`config.mk`:
```
export PLATFORM = sky130hd
export DESIGN_NAME = sat_counter
export DESIGN_NICKNAME = d
export VERILOG_FILES = /design/src/rtl/thermo_stim_checker_sat_counter.sv
export SDC_FILE = /design/constraint.sdc
export NUM_CORES = 1
export LEC_CHECK = 0
export BUFFER_PORTS_ARGS = -buffer_cell sky130_fd_sc_hd__buf_2
export CORE_AREA = 5 5 42 44
export CTS_CLUSTER_SIZE = 25
export DETAILED_ROUTE_END_ITERATION = 8
export DIE_AREA = 0 0 47 49
export MAX_ROUTING_LAYER = met4
export PLACE_DENSITY = 0.61
export SKIP_LAST_GASP = 1
export SLEW_MARGIN = 20
export SYNTH_ARGS = -nofsm -noshare
export SYNTH_HDL_FRONTEND = slang
export SYNTH_SLANG_ARGS = --single-unit
export TNS_END_PERCENT = 5
```
`constraint.sdc`:
```
create_clock -name clk -period 3.1 [get_ports clk]
set_input_delay 0.465 -clock clk [delete_from_list [all_inputs] [get_ports clk]]
set_output_delay 0.465 -clock clk [all_outputs]
set_load 0.02 [all_outputs]
```
`src/rtl/thermo_stim_checker_sat_counter.sv`:
```
// sat_counter: saturating up-counter for mismatch counting.
//   clk, rst_n - clock, async active-low reset
//   clr        - synchronous clear (wins over inc)
//   inc        - increment by one, holding at all-ones
//   cnt        - current count
module sat_counter #(
  parameter int unsigned CNT_W = 8
) (
  input  logic             clk,
  input  logic             rst_n,
  input  logic             clr,
  input  logic             inc,
  output logic [CNT_W-1:0] cnt
);

  always_ff @(posedge clk or negedge rst_n) begin
    if (!rst_n) begin
      cnt <= '0;
    end else if (clr) begin
      cnt <= '0;
    end else if (inc && (cnt != {CNT_W{1'b1}})) begin
      cnt <= cnt + CNT_W'(1);
    end
  end

endmodule

```
==> metrics.csv, run 1 <==
metric,value,unit
insertion_delay,260,ps
detail_route_antenna_nets,0,
hold_buffers,0,
cp_slowest_stage_delay,420,ps
report.final.setup_viol,0,
total_number_of_placement_rows,14,
floorplan.core_area,1401,um^2
cp-start-kind,flip-flop,
clkSinkCount,8,
critical_path_arrival,1830,ps
largest_register_ff_count,8,
vias,404,
grt_util_all_layers,0.1077,
endpoint_kind,flip-flop,
pwr_density_cell,383.5,nW/um^2
final_critical_path_setup_slack,1407,ps
layout.filler_cells,157,
syn2layout_area_growth,19.14,%
cts.htree.levels,1,
max_freq,590.6,MHz
cts-root-to-sink-buffers,2,
nets,68,
largest_register,cnt,
tightestPinTransition,383.4,ps
syn_area_per_cell,9.473,um^2
path_max_fanout,7,
grt_pass1_wl,1711,um
cts_repair_resize_count,0,
drcViolationCount,0,
floorplan.initialDensity,0.3312,
rsz_0062_raised_after_global_routing,false,
path_class,flip-flop to flip-flop,
hold_viol_final,0,
yosysUniqueCellTypes,28,
relSlewSlack,0.7378,
n_antenna_cell,0,
global_route.overflow_total,0,
worstPathBufferInverterCount,0,
leakagePower,0.2547,nW
wire_per_inst,12.71,um
clockRootBuffer,sky130_fd_sc_hd__clkbuf_4,
status,finished clean,
pin_count_of_the_biggest_net_entering_global_routing,12,
pre_cts_ws,1415,ps
timing_max_transition_violations_final,0,
hold_path_class,input port to async pin,
top_registers,cnt: 8 flops,
synth.yosys.seq_area_share,0.4313,
crit_slowest_cell,sky130_fd_sc_hd__dfrtp_1,
dieArea,2303,um^2
final.setup_skew,3.723,ps
worst_ep_required_time,3240,ps
worstPathCellList,ha_1 > and4_2 > a21boi_1 > mux2_2,
fin_crit,1693,ps
synth.cell_area,464.2,um^2
cpLargestDelayFamily,flip-flops,
gp_routability_congestion,0.6870,
number_of_search_and_repair_iterations_in_the_first_detailed_routing_pass,3,
peakVddDrop,0.2844,mV
postCtsSetupBuffers,0,
number_of_nets_produced_by_synthesis,54,
ys_seq_elements,8,
first_global_vias,373,
pin_count,12,
netlist_instances,49,
smallest_hold_slack,44.05,ps
setup-tns-final,0,ps
routed_via_density,5.247,
final_core_utilization,0.3946,
grt_antenna_before_repair,0,
cts.reportedPaths.clkPinSlew,50,ps
period_utilization_post_route,0.5462,
routed_wirelength,979,um
cts_inserted_buffers,3,
die_height,49,um
layout-drive-gt1-share,0.2951,
drt_first_iter_violations,5,
cts_tree,done,
die_x,47,um
drv_cap,0,
yosys_synthesis_warning_count,0,
io_buffer_count,11,
-- Yosys cell counts --
| cell type | instances | area, um^2 |
|---|---|---|
| sky130_fd_sc_hd__dfrtp_1 | 8 | 200.2 |
| sky130_fd_sc_hd__nor3_1 | 4 | 20.02 |
| sky130_fd_sc_hd__a21oi_1 | 3 | 15.01 |
| sky130_fd_sc_hd__nand2b_1 | 3 | 18.77 |
| sky130_fd_sc_hd__nor2b_1 | 3 | 18.77 |
| sky130_fd_sc_hd__inv_1 | 2 | 7.510 |
| sky130_fd_sc_hd__mux2_2 | 2 | 22.52 |
| sky130_fd_sc_hd__nand2_1 | 2 | 7.510 |
| sky130_fd_sc_hd__nand3_1 | 2 | 10.01 |
| sky130_fd_sc_hd__nor2_1 | 2 | 7.510 |
| sky130_fd_sc_hd__a2111oi_0 | 1 | 8.760 |
| sky130_fd_sc_hd__a211oi_1 | 1 | 7.510 |
| sky130_fd_sc_hd__a21boi_1 | 1 | 7.510 |
| sky130_fd_sc_hd__a31oi_1 | 1 | 6.260 |
| sky130_fd_sc_hd__a41oi_1 | 1 | 8.760 |
| sky130_fd_sc_hd__and3_1 | 1 | 6.260 |
| sky130_fd_sc_hd__and4_1 | 1 | 8.760 |
| sky130_fd_sc_hd__and4_2 | 1 | 10.01 |
| sky130_fd_sc_hd__buf_2 | 1 | 5.000 |
| sky130_fd_sc_hd__clkbuf_1 | 1 | 3.750 |
| sky130_fd_sc_hd__ha_1 | 1 | 12.51 |
| sky130_fd_sc_hd__mux2i_1 | 1 | 10.01 |
| sky130_fd_sc_hd__nand3_2 | 1 | 10.01 |
| sky130_fd_sc_hd__nand4_1 | 1 | 6.260 |
| sky130_fd_sc_hd__nor3b_1 | 1 | 7.510 |
| sky130_fd_sc_hd__nor4_1 | 1 | 6.260 |
| sky130_fd_sc_hd__o21ai_0 | 1 | 5.000 |
| sky130_fd_sc_hd__or3_1 | 1 | 6.260 |
-- area by class of cell --
type	instances	area, um^2	area share
tap	16	20.02	0.03620
sequential	8	200.2	0.3620
timing repair buffer	11	55.05	0.09955
multi-input combinational	37	247.7	0.4480
clock buffer	3	22.52	0.04072
inverter	2	7.507	0.01357
-- metal layers --
metal	up-vias	track usage	wire [um]
li1	206	-	-
met1	186	0.1306	458
met2	10	0.1425	445
met3	2	0.06642	59
met4	0	0.04147	16
met5	-	-	0
-- stage by stage --
stage	cell area (um^2)	total power, mW	cells
floorplan	464.2	0.1257	49
global placement	530.5	0.1341	74
detailed placement	530.5	0.1341	74
CTS	553.0	0.2163	77
global route	553.0	0.2264	77
finish	553.0	0.2121	77
-- cell families after synthesis --
logic type                 synth area share
and+or+nand+nor                      0.3100
buffers and inverters               0.03503
muxes                               0.07008
adders and majority gates           0.02695
AOI/OAI and AO/OA                    0.1267
DFF                                  0.4313
-- power breakdown --
group          internal (mW)  switching, mW
Sequential             0.107        0.00345
Combinational        0.00813         0.0132
Clock                 0.0443         0.0359
-- layout by cell type (no fill, tap or decap), drive strengths merged, types with 2 or more instances in the layout --
master   n
buf     11
dfrtp    8
nor3     4
a21oi    3
nand2b   3
nor2b    3
clkbuf   3
nand3    3
nor2     2
mux2     2
inv      2
nand2    2
and4     2
-- final timing paths --
check	startpoint	endpoint	slack [ps]	cells after the start
worst min-delay path	rst_n	cnt[4]$_DFFE_PN0P_	40	1
worst max-delay path	cnt[0]$_DFFE_PN0P_	cnt[0]$_DFFE_PN0P_	1410	4
max in group asynchronous	rst_n	cnt[0]$_DFFE_PN0P_	2880	1
worst min register to register	cnt[7]$_DFFE_PN0P_	cnt[7]$_DFFE_PN0P_	580	2
min in group clk	clr	cnt[7]$_DFFE_PN0P_	500	2
worst max register to register	cnt[0]$_DFFE_PN0P_	cnt[0]$_DFFE_PN0P_	1410	4
Note: power is estimated with default switching activity, not from simulation.
==> inputs of run 2 (changes only) <==
- ABC_AREA: unset -> 1
- PLACE_DENSITY: 0.61 -> 0.67
- clock period: 3.1 -> 1.5 ns (I/O delays scaled with it)
==> metrics.csv, run 2 <==
metric,value,unit,change
global_route.overflow_total,0,,unchanged
cts.reportedPaths.clkPinSlew,60,ps,about the same
drv_cap,0,,unchanged
layout-drive-gt1-share,0.2472,,-0.04789
worst_ep_required_time,1640,ps,-1600 ps
number_of_search_and_repair_iterations_in_the_first_detailed_routing_pass,4,,+1
drcViolationCount,0,,unchanged
post-synth-top-area-fraction,0.3912,,-0.04007
synth.top_cells.by_count,"25 x sky130_fd_sc_hd__nand2_1, 10 x sky130_fd_sc_hd__inv_1, 9 x sky130_fd_sc_hd__nand3_1, 8 x sky130_fd_sc_hd__dfrtp_1, 5 x sky130_fd_sc_hd__nor2_1",,
ys_seq_elements,8,,unchanged
cts.htree.levels,1,,unchanged
largest_register_ff_count,8,,unchanged
switching_share,0.2736,,+0.02568
cp-start-kind,flip-flop,,
synth_top_cell_by_area,sky130_fd_sc_hd__dfrtp_1,,
reg2reg_depth,9,,+5
largest_register,cnt,,
n_antenna_cell,0,,unchanged
cts-root-to-sink-buffers,2,,unchanged
grt_util_all_layers,0.1169,,+0.009206
clockRootBuffer,sky130_fd_sc_hd__clkbuf_4,,
clkSinkCount,8,,unchanged
synth_async_sr_flop_share,1.000,,unchanged
leakagePower,0.3323,nW,+30%
die_height,49,um,unchanged
vias,518,,+28%
fraction_of_power_consumed_by_sequential_logic,0.505,,-0.016
report.final.setup_viol,0,,unchanged
peakVddDrop,0.3277,mV,+15%
max_freq,735.8,MHz,+25%
comb_power_share,0.157,,+0.056
yosysUniqueCellTypes,15,,-46%
setup-tns-final,0,ps,unchanged
synth_most_common_cell,sky130_fd_sc_hd__nand2_1,,
pwr_density_cell,757.1,nW/um^2,+97%
status,finished clean,,
endpoint_kind,flip-flop,,
routed_via_density,4.933,,-6.0%
pin_count_of_the_biggest_net_entering_global_routing,9,,-3
relSlewSlack,0.7952,,+0.05741
final_cell_mix,"25 x sky130_fd_sc_hd__nand2_1, 11 x sky130_fd_sc_hd__buf_2, 10 x sky130_fd_sc_hd__inv_1, 9 x sky130_fd_sc_hd__nand3_1, 8 x sky130_fd_sc_hd__dfrtp_1",,
drt_first_iter_violations,14,,+9
hold_path_class,input port to flip-flop,,
pin_count,12,,unchanged
power.net_switching,0.1291,mW,+150%
rr_endpoint,cnt[2]$_DFFE_PN0P_,,
critical_path.reg2reg.startpoint,cnt[0]$_DFFE_PN0P_,,
fin_crit,1359,ps,-334.1 ps
startpoint,cnt[0]$_DFFE_PN0P_,,
grt_antenna_before_repair,0,,unchanged
timing_max_transition_violations_final,0,,unchanged
syn2layout_area_growth,21.76,%,
cts_inserted_buffers,3,,unchanged
rsz_0062_raised_after_global_routing,false,,
layout.cells.most_common,sky130_fd_sc_hd__nand2_1,,
synth.yosys.seq_area_share,0.3912,,-0.04007
hold_viol_final,0,,unchanged
wire_per_inst,10.89,um,-14%
internal-power,0.3427,mW,+110%
nets,96,,+41%
floorplan.initialDensity,0.3652,,+0.03393
cts_tree,done,,
yosys_synthesis_warning_count,0,,unchanged
path_max_fanout,6,,-1
pre_cts_ws,104.1,ps,-1311 ps
reg2reg_slack,140,ps,-1270 ps
first_global_vias,457,,+23%
path_class,flip-flop to flip-flop,,
routed_wirelength,1143,um,+17%
insertion_delay,250,ps,about the same
critical_path_arrival,1500,ps,-330 ps
dieArea,2303,um^2,unchanged
floorplan.core_area,1401,um^2,unchanged
share_clk_of_total_power,0.339,,-0.039
syn_area_per_cell,6.915,um^2,-27%
cp-endpoint,cnt[2]$_DFFE_PN0P_,,
netlist_instances,74,,+51%
synth.cell_area,511.7,um^2,+10%
synth_ff_type,sky130_fd_sc_hd__dfrtp_1,,
synth_enable_flop_cells,0,,unchanged
total_number_of_placement_rows,14,,unchanged
gp_routability_congestion,0.9155,,+33%
io_buffer_count,11,,unchanged
final_critical_path_setup_slack,140.9,ps,-1266 ps
tightestPinTransition,306.1,ps,-77.34 ps
place_hpwl,899.9,um,
grt_pass1_wl,1938,um,+13%
die_x,47,um,unchanged
top_registers,cnt: 8 flops,,
number_of_nets_produced_by_synthesis,79,,+46%
detail_route_antenna_nets,0,,unchanged
synth_area_leaders,"sky130_fd_sc_hd__dfrtp_1 39%, sky130_fd_sc_hd__nand2_1 18%, sky130_fd_sc_hd__nand3_1 8.8%",,
period_utilization_post_route,0.9061,,+0.3599
final.setup_skew,6.076,ps,+2.353 ps
==> run 2: changes by cell type after synthesis, moves of 2 or more <==
cell,previous run,this run
sky130_fd_sc_hd__mux2_2,2,0
sky130_fd_sc_hd__nor2_2,0,2
sky130_fd_sc_hd__nand2b_1,3,0
sky130_fd_sc_hd__nor2_1,2,5
sky130_fd_sc_hd__inv_1,2,10
sky130_fd_sc_hd__nor2b_1,3,0
sky130_fd_sc_hd__nor3_1,4,2
sky130_fd_sc_hd__nand3_1,2,9
sky130_fd_sc_hd__nand2_1,2,25
sky130_fd_sc_hd__nand2_2,0,2
sky130_fd_sc_hd__o21bai_1,0,2
==> run 2: kinds of logic (layout without fill, tap and decap cells) <==
group           after synthesis  count (layout)  synth area share
flops                         8               8            0.3912
fa+ha+maj                     1               1           0.02445
simple gates                 46              46            0.3985
buf+inv                      11              26           0.09048
compound gates                8               8           0.09534
==> run 2: per-stage QoR <==
stage	hold slack, ps	utilization	cells	cell area (um^2)	power (mW)
floorplan	-70.59	-	74	511.7	0.2839
global placement	85.66	0.4188	101	586.8	0.3134
detailed placement	80.87	0.4188	101	586.8	0.3137
CTS	290.1	0.4420	105	619.3	0.4760
global route	313.9	0.4446	105	623.1	0.4980
finish	287.9	0.4446	105	623.1	0.4717
==> run 2: worst max-delay path: stages, from the launching register on <==
cell and delay (ps):
sky130_fd_sc_hd__dfrtp_1 420, sky130_fd_sc_hd__ha_1 240, sky130_fd_sc_hd__nand2_2 110, sky130_fd_sc_hd__nor2_2 50
sky130_fd_sc_hd__nand2_1 70, sky130_fd_sc_hd__nand2_2 60, sky130_fd_sc_hd__nand2_4 110, sky130_fd_sc_hd__clkinv_4 80
sky130_fd_sc_hd__nand2_1 60, sky130_fd_sc_hd__nand2_1 50
==> run 2: worst min-delay path by stage <==
| stage | cells past startpoint | end | startpoint |
|---|---|---|---|
| after CTS | 3 | cnt[5]$_DFFE_PN0P_ | inc |
| after global routing | 3 | cnt[5]$_DFFE_PN0P_ | inc |
| final | 3 | cnt[5]$_DFFE_PN0P_ | inc |
| after detailed placement | 1 | cnt[2]$_DFFE_PN0P_ | rst_n |
| after floorplan | 0 | cnt[0]$_DFFE_PN0P_ | rst_n |
| after global placement | 1 | cnt[3]$_DFFE_PN0P_ | rst_n |
==> run 2: repair_timing <==
action                                  4_1_cts  5_1_grt
hold buffers                                  1        0
endpoints found under the setup margin        0        1
hold endpoints to repair                      8        0
setup buffers                                 0        0
gates resized for setup                       0        1
==> run 2: metal layers <==
layer,track usage,wire length [um],vias to the layer above,share of wire
met4,0.04147,15,0,0.013
met3,0.02214,55,4,0.048
met1,0.1700,512,236,0.45
met2,0.1584,559,16,0.49
li1,-,-,262,-
met5,-,0,-,0
==> run 2: layout make-up <==
| type | count | area, um^2 |
|---|---|---|
| Clock buffer | 3 | 22.52 |
| Sequential cell | 8 | 200.2 |
| Inverter | 11 | 46.29 |
| Timing Repair Buffer | 12 | 65.06 |
| Fill cell | 156 | 778.2 |
| Multi-Input combinational cell | 55 | 269.0 |
| Tap cell | 16 | 20.02 |
==> run 2: power groups by stage <==
stage | logic (mW) | clock network, mW | registers (mW)
6_report | 0.0740 | 0.160 | 0.238
4_1_cts | 0.0740 | 0.164 | 0.238
3_3_place_gp | 0.0724 | 0 | 0.241
5_1_grt | 0.0821 | 0.176 | 0.240
3_5_place_dp | 0.0718 | 0 | 0.242
2_1_floorplan | 0.0323 | 0 | 0.252
